[config.mk]
export PLATFORM = sky130hd
export DESIGN_NAME = decode_stage
export DESIGN_NICKNAME = d
export VERILOG_FILES = /design/src/rtl/dec_pkg.sv /design/src/rtl/dec_comb.sv /design/src/rtl/decode_stage.sv
export SDC_FILE = /design/constraint.sdc
export NUM_CORES = 1
export LEC_CHECK = 0
export ABC_AREA = 1
export CAP_MARGIN = 0
export CORE_UTILIZATION = 54
export CTS_BUF_LIST = sky130_fd_sc_hd__clkbuf_2
export DETAILED_ROUTE_END_ITERATION = 6
export DONT_BUFFER_PORTS = 1
export PLACE_DENSITY_LB_ADDON = 0.15
export SLEW_MARGIN = 20
export SYNTH_ARGS = -nofsm -noshare
export SYNTH_HDL_FRONTEND = slang
export SYNTH_SLANG_ARGS = --single-unit
[constraint.sdc]
create_clock -name clk_i -period 2.65 [get_ports clk_i]
set_clock_uncertainty 0.2 [all_clocks]
set_input_delay 0.3975 -clock clk_i [delete_from_list [all_inputs] [get_ports clk_i]]
set_output_delay 0.3975 -clock clk_i [all_outputs]
set_load 0.005 [all_outputs]
[src/rtl/dec_pkg.sv]
// Shared decode definitions: opcode constants, op classes and immediate formats
// for the registered RV32I/RV32E decode stage.
package dec_pkg;

   localparam logic [6:0] OPC_LUI      = 7'b0110111;
   localparam logic [6:0] OPC_AUIPC    = 7'b0010111;
   localparam logic [6:0] OPC_JAL      = 7'b1101111;
   localparam logic [6:0] OPC_JALR     = 7'b1100111;
   localparam logic [6:0] OPC_BRANCH   = 7'b1100011;
   localparam logic [6:0] OPC_LOAD     = 7'b0000011;
   localparam logic [6:0] OPC_STORE    = 7'b0100011;
   localparam logic [6:0] OPC_OP_IMM   = 7'b0010011;
   localparam logic [6:0] OPC_OP       = 7'b0110011;
   localparam logic [6:0] OPC_MISC_MEM = 7'b0001111;
   localparam logic [6:0] OPC_SYSTEM   = 7'b1110011;

   typedef enum logic [3:0] {
      CLS_LUI      = 4'd0,
      CLS_AUIPC    = 4'd1,
      CLS_JAL      = 4'd2,
      CLS_JALR     = 4'd3,
      CLS_BRANCH   = 4'd4,
      CLS_LOAD     = 4'd5,
      CLS_STORE    = 4'd6,
      CLS_OP_IMM   = 4'd7,
      CLS_OP       = 4'd8,
      CLS_MISC_MEM = 4'd9,
      CLS_SYSTEM   = 4'd10,
      CLS_ILLEGAL  = 4'd15
   } op_class_e;

   typedef enum logic [2:0] {
      IMM_I,
      IMM_S,
      IMM_B,
      IMM_U,
      IMM_J,
      IMM_NONE
   } imm_fmt_e;

   function automatic op_class_e classify(input logic [6:0] opcode);
      case (opcode)
         OPC_LUI:      return CLS_LUI;
         OPC_AUIPC:    return CLS_AUIPC;
         OPC_JAL:      return CLS_JAL;
         OPC_JALR:     return CLS_JALR;
         OPC_BRANCH:   return CLS_BRANCH;
         OPC_LOAD:     return CLS_LOAD;
         OPC_STORE:    return CLS_STORE;
         OPC_OP_IMM:   return CLS_OP_IMM;
         OPC_OP:       return CLS_OP;
         OPC_MISC_MEM: return CLS_MISC_MEM;
         OPC_SYSTEM:   return CLS_SYSTEM;
         default:      return CLS_ILLEGAL;
      endcase
   endfunction

endpackage

[src/rtl/dec_comb.sv]
// Purely combinational instruction decode: class, immediate, write enable,
// source-usage flags and illegal detection (including RV32E register range).
module dec_comb
   import dec_pkg::*;
#(
   parameter int XLEN  = 32,
   parameter int NREGS = 32
) (
   input  logic [31:0]     instr,
   output op_class_e       op_class,
   output logic [XLEN-1:0] imm,
   output logic            rd_we,
   output logic            rs1_used,
   output logic            rs2_used,
   output logic            illegal
);

   imm_fmt_e    fmt;
   logic        writes;
   logic [31:0] imm32;
   logic [4:0]  rd;
   logic [4:0]  rs1;
   logic [4:0]  rs2;

   assign rd  = instr[11:7];
   assign rs1 = instr[19:15];
   assign rs2 = instr[24:20];

   function automatic logic reg_ok(input logic [4:0] f);
      return int'(f) < NREGS;
   endfunction

   always_comb begin
      op_class = classify(instr[6:0]);
      fmt      = IMM_NONE;
      writes   = 1'b0;
      rs1_used = 1'b0;
      rs2_used = 1'b0;
      case (op_class)
         CLS_LUI, CLS_AUIPC: begin fmt = IMM_U; writes = 1'b1; end
         CLS_JAL:            begin fmt = IMM_J; writes = 1'b1; end
         CLS_JALR, CLS_LOAD, CLS_OP_IMM: begin
            fmt = IMM_I; writes = 1'b1; rs1_used = 1'b1;
         end
         CLS_BRANCH: begin fmt = IMM_B; rs1_used = 1'b1; rs2_used = 1'b1; end
         CLS_STORE:  begin fmt = IMM_S; rs1_used = 1'b1; rs2_used = 1'b1; end
         CLS_OP:     begin writes = 1'b1; rs1_used = 1'b1; rs2_used = 1'b1; end
         CLS_SYSTEM: fmt = IMM_I;
         default: ;
      endcase
   end

   always_comb begin
      case (fmt)
         IMM_I:   imm32 = {{20{instr[31]}}, instr[31:20]};
         IMM_S:   imm32 = {{20{instr[31]}}, instr[31:25], instr[11:7]};
         IMM_B:   imm32 = {{19{instr[31]}}, instr[31], instr[7], instr[30:25], instr[11:8], 1'b0};
         IMM_U:   imm32 = {instr[31:12], 12'b0};
         IMM_J:   imm32 = {{11{instr[31]}}, instr[31], instr[19:12], instr[20], instr[30:21], 1'b0};
         default: imm32 = '0;
      endcase
      imm = XLEN'(signed'(imm32));
   end

   // rd counts as a used field whenever the class writes, even for rd == x0
   assign illegal = (op_class == CLS_ILLEGAL)
                  || (writes   && !reg_ok(rd))
                  || (rs1_used && !reg_ok(rs1))
                  || (rs2_used && !reg_ok(rs2));

   assign rd_we = writes && (rd != 5'd0) && !illegal;

endmodule

[src/rtl/decode_stage.sv]
// Registered decode stage with valid/ready handshakes on both sides and a
// register scoreboard that stalls fetch on RAW/WAW hazards until writeback.
module decode_stage
   import dec_pkg::*;
#(
   parameter  int XLEN  = 32,
   parameter  int NREGS = 32,
   localparam int RA_W  = $clog2(NREGS)
) (
   input  logic            clk_i,
   input  logic            rsn_i,
   input  logic            instr_valid_i,
   input  logic [31:0]     instr_i,
   input  logic [XLEN-1:0] pc_i,
   output logic            instr_ready_o,
   input  logic            flush_i,
   input  logic            wb_valid_i,
   input  logic [RA_W-1:0] wb_addr_i,
   output logic            dec_valid_o,
   input  logic            dec_ready_i,
   output logic [XLEN-1:0] pc_o,
   output logic [RA_W-1:0] read_addr_a_o,
   output logic [RA_W-1:0] read_addr_b_o,
   output logic [RA_W-1:0] write_addr_o,
   output logic            int_write_enable_o,
   output logic [XLEN-1:0] imm_o,
   output logic [3:0]      op_class_o,
   output logic [2:0]      funct3_o,
   output logic [6:0]      funct7_o,
   output logic            illegal_o
);

   op_class_e        cls_d;
   logic [XLEN-1:0]  imm_d;
   logic             we_d;
   logic             rs1_used;
   logic             rs2_used;
   logic             ill_d;
   logic [RA_W-1:0]  rs1_a;
   logic [RA_W-1:0]  rs2_a;
   logic [RA_W-1:0]  rd_a;
   logic [NREGS-1:0] pending;
   logic [NREGS-1:0] pending_eff;
   logic [NREGS-1:0] pending_d;
   logic [NREGS-1:0] wb_mask;
   logic             hazard;
   logic             capture;

   dec_comb #(
      .XLEN  (XLEN),
      .NREGS (NREGS)
   ) u_dec (
      .instr    (instr_i),
      .op_class (cls_d),
      .imm      (imm_d),
      .rd_we    (we_d),
      .rs1_used (rs1_used),
      .rs2_used (rs2_used),
      .illegal  (ill_d)
   );

   assign rs1_a = RA_W'(instr_i[19:15]);
   assign rs2_a = RA_W'(instr_i[24:20]);
   assign rd_a  = RA_W'(instr_i[11:7]);

   // Writeback bypass: a register retiring this cycle no longer blocks issue
   always_comb begin
      wb_mask = '0;
      if (wb_valid_i) wb_mask[wb_addr_i] = 1'b1;
      pending_eff = pending & ~wb_mask;
      hazard = (rs1_used && pending_eff[rs1_a])
            || (rs2_used && pending_eff[rs2_a])
            || (we_d     && pending_eff[rd_a]);
   end

   assign instr_ready_o = (!dec_valid_o || dec_ready_i) && !hazard && !flush_i;
   assign capture       = instr_valid_i && instr_ready_o;

   // Set is applied last so a same-cycle writeback of rd cannot cancel it
   always_comb begin
      pending_d = pending_eff;
      if (flush_i && dec_valid_o && int_write_enable_o) pending_d[write_addr_o] = 1'b0;
      if (capture && we_d) pending_d[rd_a] = 1'b1;
      pending_d[0] = 1'b0;
   end

   always_ff @(posedge clk_i or negedge rsn_i) begin
      if (!rsn_i) begin
         pending            <= '0;
         dec_valid_o        <= 1'b0;
         pc_o               <= '0;
         read_addr_a_o      <= '0;
         read_addr_b_o      <= '0;
         write_addr_o       <= '0;
         int_write_enable_o <= 1'b0;
         imm_o              <= '0;
         op_class_o         <= '0;
         funct3_o           <= '0;
         funct7_o           <= '0;
         illegal_o          <= 1'b0;
      end else begin
         pending <= pending_d;
         if (flush_i) begin
            dec_valid_o <= 1'b0;
         end else if (capture) begin
            dec_valid_o        <= 1'b1;
            pc_o               <= pc_i;
            read_addr_a_o      <= rs1_a;
            read_addr_b_o      <= rs2_a;
            write_addr_o       <= rd_a;
            int_write_enable_o <= we_d;
            imm_o              <= imm_d;
            op_class_o         <= cls_d;
            funct3_o           <= instr_i[14:12];
            funct7_o           <= instr_i[31:25];
            illegal_o          <= ill_d;
         end else if (dec_ready_i) begin
            dec_valid_o <= 1'b0;
         end
      end
   end

endmodule

======== After elaboration in Yosys (flattened, before gate mapping) ========
Index checks and enable logic that the tools add are counted.
storage, ports and cells
  flip-flop bits (word level) ............. 127
  output and inout port bits .............. 97
  word-level logic and storage cells ...... 106
cells by class
  order comparisons ....................... 8
  equal/unequal tests ..................... 25
  muxes and demuxes ....................... 24
  bitwise gates (word level) .............. 6
  reduce and logical (&&, ||, !) cells .... 31
operator list
  cell                number
  $pmux 32 s5         1
  $mux 32             3
  $and 32x32->32      2
  $not 32->32         2
  $pmux 4 s11         1
  $or 32x32->32       1
  $lt 5x6->1 const B  5
  $eq 7x7->1 const B  4
  $eq 7x6->1 const B  3
  $eq 4x3->1 const B  4
  $bmux 1 s5          3
  $demux 1 s5         3
  $ge 5x1->1 const B  3
  $pmux 3 s5          1
  $eq 7x5->1 const B  2
  $logic_and 1x1->1   14
  $eq 4x4->1 const B  3
  $mux 1              12
  $eq 4x2->1 const B  2
  $eq 7x2->1 const B  1
  $eq 7x4->1 const B  1
  $reduce_or 7->1     1
  $eq 3x2->1 const B  2
  $reduce_or 6->1     1
  other kinds (14)    19

======== Depth between registers and ports, before layout ========
  word-level depth ........................ 18
  mapped depth ............................ 19

======== Modules after synthesis ========
A second synthesis with hierarchy kept.
unflattened totals
  cell total of the unflattened synthesis .. 1151
  area total of the unflattened synthesis .. 7785.0 um2
modules (own cells, without submodules)
  module        times used  cells an instance  area each (um2)  seq. area each (um2)
  decode_stage  1           936                6809.0           3178.0
  dec_comb      1           215                975.9            0.0

======== Least setup slack after synthesis ========
Ideal clock, no wire load.
  path kind ............................... in2reg
  start point ............................. input instr_i[9]
  end point ............................... register read_addr_b_o[1]
  arrival ................................. 2.125 ns
  required time ........................... 2.385 ns
  setup slack ............................. 0.260 ns
  stages .................................. 17
  buffers on the path ..................... 3
  cells stage by stage .................... clkbuf_1 > nand3_1 > nor2_1 > nand2_1 > o21ai_0 > inv_1 > nand2_1 > nor2_1 > nand2_1 > nor2_1 > a21oi_1 > nand3_1 > nor2_2 > buf_4 > buf_4 > nand2_1 > nand2_1
on the way
  longest elaborated chain between the ends .. 10
  elaborated cells on any way between the ends .. 12
RTL lines
  what                                                line                 RTL
  start, declared                                     decode_stage.sv:13   input logic [31:0] instr_i,
  branches (longest 3 deep; another with $bmux 1 s5)  --
  $logic_and 1x1->1 (*)                               decode_stage.sv:73   || (we_d && pending_eff[rd_a]);
  $logic_or 1x1->1 (*)                                decode_stage.sv:73
  $logic_not 1->1 (*)                                 decode_stage.sv:76   assign instr_ready_o = (!dec_valid_o || dec_ready_i) && !hazard && !flush_i;
  $logic_and 1x1->1 (*) (2 in series)                 decode_stage.sv:76
  $logic_and 1x1->1 (*)                               decode_stage.sv:77   assign capture = instr_valid_i && instr_ready_o;
  $reduce_and 2->1 (no source line) (*)               --
  end signal, assigned                                decode_stage.sv:109  read_addr_b_o <= rs2_a;
  end, declared                                       decode_stage.sv:23   output logic [RA_W-1:0] read_addr_b_o,
Every way passes the cells marked *. The select of a mux whose other input is x is not followed.
A chain may end at the register's enable or synchronous reset.

======== Worst setup path in the final report ========
  start point ............................. register pending[27]
  end point ............................... output instr_ready_o
on the way
  longest elaborated chain between the ends .. 9
  elaborated cells on any way between the ends .. 15
RTL lines
  what                                  line                                    RTL
  start, declared                       decode_stage.sv:42                      logic [NREGS-1:0] pending;
  start signal, assigned                decode_stage.sv:102                     pending <= pending_d;
  $and 32x32->32 (*)                    decode_stage.sv:70                      pending_eff = pending & ~wb_mask;
  $bmux 1 s5 (on tied branches)         decode_stage.sv:71, decode_stage.sv:72
  $mux 1 (on tied branches)             decode_stage.sv:71, decode_stage.sv:72
  $logic_and 1x1->1 (on tied branches)  decode_stage.sv:71, decode_stage.sv:72
  $logic_or 1x1->1                      decode_stage.sv:72                      || (rs2_used && pending_eff[rs2_a])
  $logic_or 1x1->1 (*)                  decode_stage.sv:73
  $logic_not 1->1 (*)                   decode_stage.sv:76
  $logic_and 1x1->1 (*) (2 in series)   decode_stage.sv:76
  end, declared                         decode_stage.sv:15                      output logic instr_ready_o,
Mark *: on every way between the ends. The rest lies on a longest branch, timed or not. The select of a mux whose other input is x is not followed.

==> run summary <==
Relative slew slack: 0.515
Ratio of cells with drive above 1 in the final layout: 0.119
Die height: 117 um
Hold Crit Class: in2async
Max FO, Critical Path: 2
Filler Cell Count: 1056
First-pass GRT wire length: 37.4 mm
Status: finished with violations
TritonCTS clock tree: done
Sink Count: 127
CTS Buffer Depth: 2
Most common cell after layout, fill and taps aside: nand2_1
Area delta synth->final: 31.1%
Achievable Freq: 0.344 GHz
Setup violations, final: 2
WP data required: 2050 ps
# DRC: 0
Global placer's final weighted congestion: 1.00
Most frequent cells in the layout: 464 x nand2_1, 148 x nand3_1, 127 x dfrtp_1
Crit. path cell count: 12
Top Ports: 172
Post-synthesis sequential area ratio: 0.446
Aggregate routed wire length: 24.7 mm
Placed instance count: 1235
Worst-Skew Late Latency: 750 ps
Final Max Slew Viols: 0
Fin crit share: 1.10
Design Power: 0.00437 W
Via density per instance: 5.70
Total GRT Usage: 0.365
Final worst slack: -256 ps
R2R depth: 16
Seq cells post-synth: 127
Max incr delay on CP: 460 ps
Vias in the first global route: 7437
Slowest CP cell: dfrtp_1
Pre-CTS setup slack: -89.5 ps
Critical Path End Type: primary output
Startpoint types: register
Crit-path most repeated cell: nand2_1
PortBufs: 0
Initial antenna violation count: 0
Crit path DAT: 2310 ps
Final Non-Filler Cells: 1396
Layout Nets: 1285
Crit path kind: reg2out
DP Wirelength: 16.0 mm
Largest net degree at the start of global routing: 128
Setup TNS Final: -280 ps
PwrDens: 468 mW/mm2
Predominant post-synthesis flop cell: dfrtp_1
Die width: 117 um
CP bufs+invs: 3
DRT iter0 DRCs: 858
Syn. warnings: 0
Rows: 41
Starting Density: 0.560
Leak pwr: 4.87 nW
Final hold slack: -920 ps
Post-DP Area: 0.00768 mm2
Final number of hold-violating endpoints: 127
DR vias: 7960
VDD IR max: 0.326 mV
Antenna Violating Nets Remaining: 0
Routed len/inst: 17.7 um
Pre-Repair DR Iteration Count: 5
Die area: 0.0136 mm2
H-tree Lvls: 4
Fraction of registers with async set/reset: 1.00
Failing checks: hold timing, setup timing
CTS root buffer: clkbuf_2
Slew @ Worst Pin: 728 ps
Final instance area: 0.00934 mm2
Cell family with most CP delay: simple AND/OR/NAND/NOR gates
Worst-path cell chain: o21ai_0 > nand2_1 > nand3_1 > nand2_1 > inv_1 > nor2_1 > nand2_1 > nor2_2 > a21oi_2 > nand3_4 > inv_2 > buf_6
Cell Area, Synth: 0.00712 mm2
Synthesized instance count: 1044
Syn nets: 1119
EDFF count, synth: 0
Avg Inst Size Synth: 6.82 um2
Core region area: 0.0127 mm2
GR Overflow Total: 0
Cell variety after synth: 32
Min Tclk post-route: 2910 ps
Clock slew at reported path FFs: 230 ps
RSZ-0062 raised after global routing: true
Total CTS buffers: 17
Max-Cap Viols: 0
## worst paths after layout
path                         startpoint            end  slack, ps
setup / recovery            pending[27]  instr_ready_o       -260
hold / removal                    rsn_i      imm_o[17]       -920
setup reg to reg            pending[27]    funct7_o[0]        220
hold reg to reg               imm_o[23]      imm_o[23]        320
max in group asynchronous         rsn_i       pc_o[24]       2960
min in group clk_i         wb_addr_i[1]     pending[4]         40
## repair_timing
item                                   CTS  global route
buffers inserted                         7             3
endpoints found under the hold margin  254           147
hold buffers                           118             2
resized for setup                       31            21
cloned                                   0             0
setup endpoints to repair                1             3
pin swaps                                7             9
## cell type report
class / count / area [um2] / share of cell area
timing repair buffer: 187 / 1820 / 0.194
clock inverter: 15 / 119 / 0.0127
inverter: 70 / 263 / 0.0281
clock buffer: 17 / 85.1 / 0.00911
sequential: 127 / 3180 / 0.340
multi-input combinational: 807 / 3660 / 0.392
antenna: 1 / 2.50 / 0.000268
tap: 172 / 215 / 0.0231
## cells by family after synthesis
group           Yosys count  share of synthesized area
flops                   127                      0.446
simple gates            712                      0.409
compound gates           95                     0.0785
buf+inv                 110                     0.0662
## per-layer routing
| layer | up-vias | global-route usage | wire length [um] |
|---|---|---|---|
| li1 | 3679 | - | - |
| met1 | 3692 | 0.462 | 9920 |
| met2 | 491 | 0.556 | 11100 |
| met3 | 98 | 0.125 | 2680 |
| met4 | 0 | 0.187 | 1030 |
| met5 | - | 0 | 0 |
## state kept, by name, summed over array words and instances (netlist names)
signal and count:
op_class_o 4, read_addr_b_o 5, write_addr_o 5, int_write_enable_o 1
funct3_o 3, imm_o 32, pc_o 32, pending 31
read_addr_a_o 5, illegal_o 1, funct7_o 7, dec_valid_o 1
## synth_stat cells (2+ instances only)
| cell | n | area share |
|---|---|---|
| dfrtp_1 | 127 | 0.45 |
| nor3_1 | 4 | 0.0028 |
| nand4_1 | 2 | 0.0018 |
| o21bai_1 | 6 | 0.0063 |
| clkinv_1 | 4 | 0.0021 |
| nand3_1 | 159 | 0.11 |
| a21oi_1 | 10 | 0.0070 |
| nor2_1 | 72 | 0.038 |
| nand2_1 | 467 | 0.25 |
| buf_4 | 8 | 0.0084 |
| o21ai_1 | 2 | 0.0014 |
| o22ai_1 | 3 | 0.0026 |
| buf_1 | 3 | 0.0016 |
| inv_1 | 60 | 0.032 |
| o211ai_1 | 5 | 0.0053 |
| inv_2 | 6 | 0.0032 |
| nor2_2 | 5 | 0.0044 |
| clkbuf_1 | 11 | 0.0058 |
| o21ai_0 | 50 | 0.035 |
| buf_2 | 17 | 0.012 |
| a21boi_1 | 6 | 0.0063 |
| a21boi_0 | 7 | 0.0074 |
## worst reg2reg max path: stages, from the launching register on
cell and delay [ps]:
dfrtp_1 470, o21ai_0 100, nand2_1 70, nand3_1 140, nand2_1 70, inv_1 60, nor2_1 40, nand2_1 90
nor2_2 60, a21oi_2 170, nand3_4 90, buf_4 140, nor2_4 140, buf_12 190, buf_4 200, nand2_1 80
nand2_1 80
## metrics by stage
step            util  hold WS (ps)
3_3_place_gp   0.603         -95.3
2_1_floorplan      -         -98.1
3_5_place_dp   0.603         -94.8
4_1_cts        0.725          -935
5_1_grt        0.734          -987
6_report       0.734          -920
## power breakdown
part           internal (W)  switching [W]
registers           0.00216       0.000199
clock network      0.000328       0.000787
logic              0.000380       0.000518
total               0.00286        0.00150
Power figures use the tool's default switching activity.
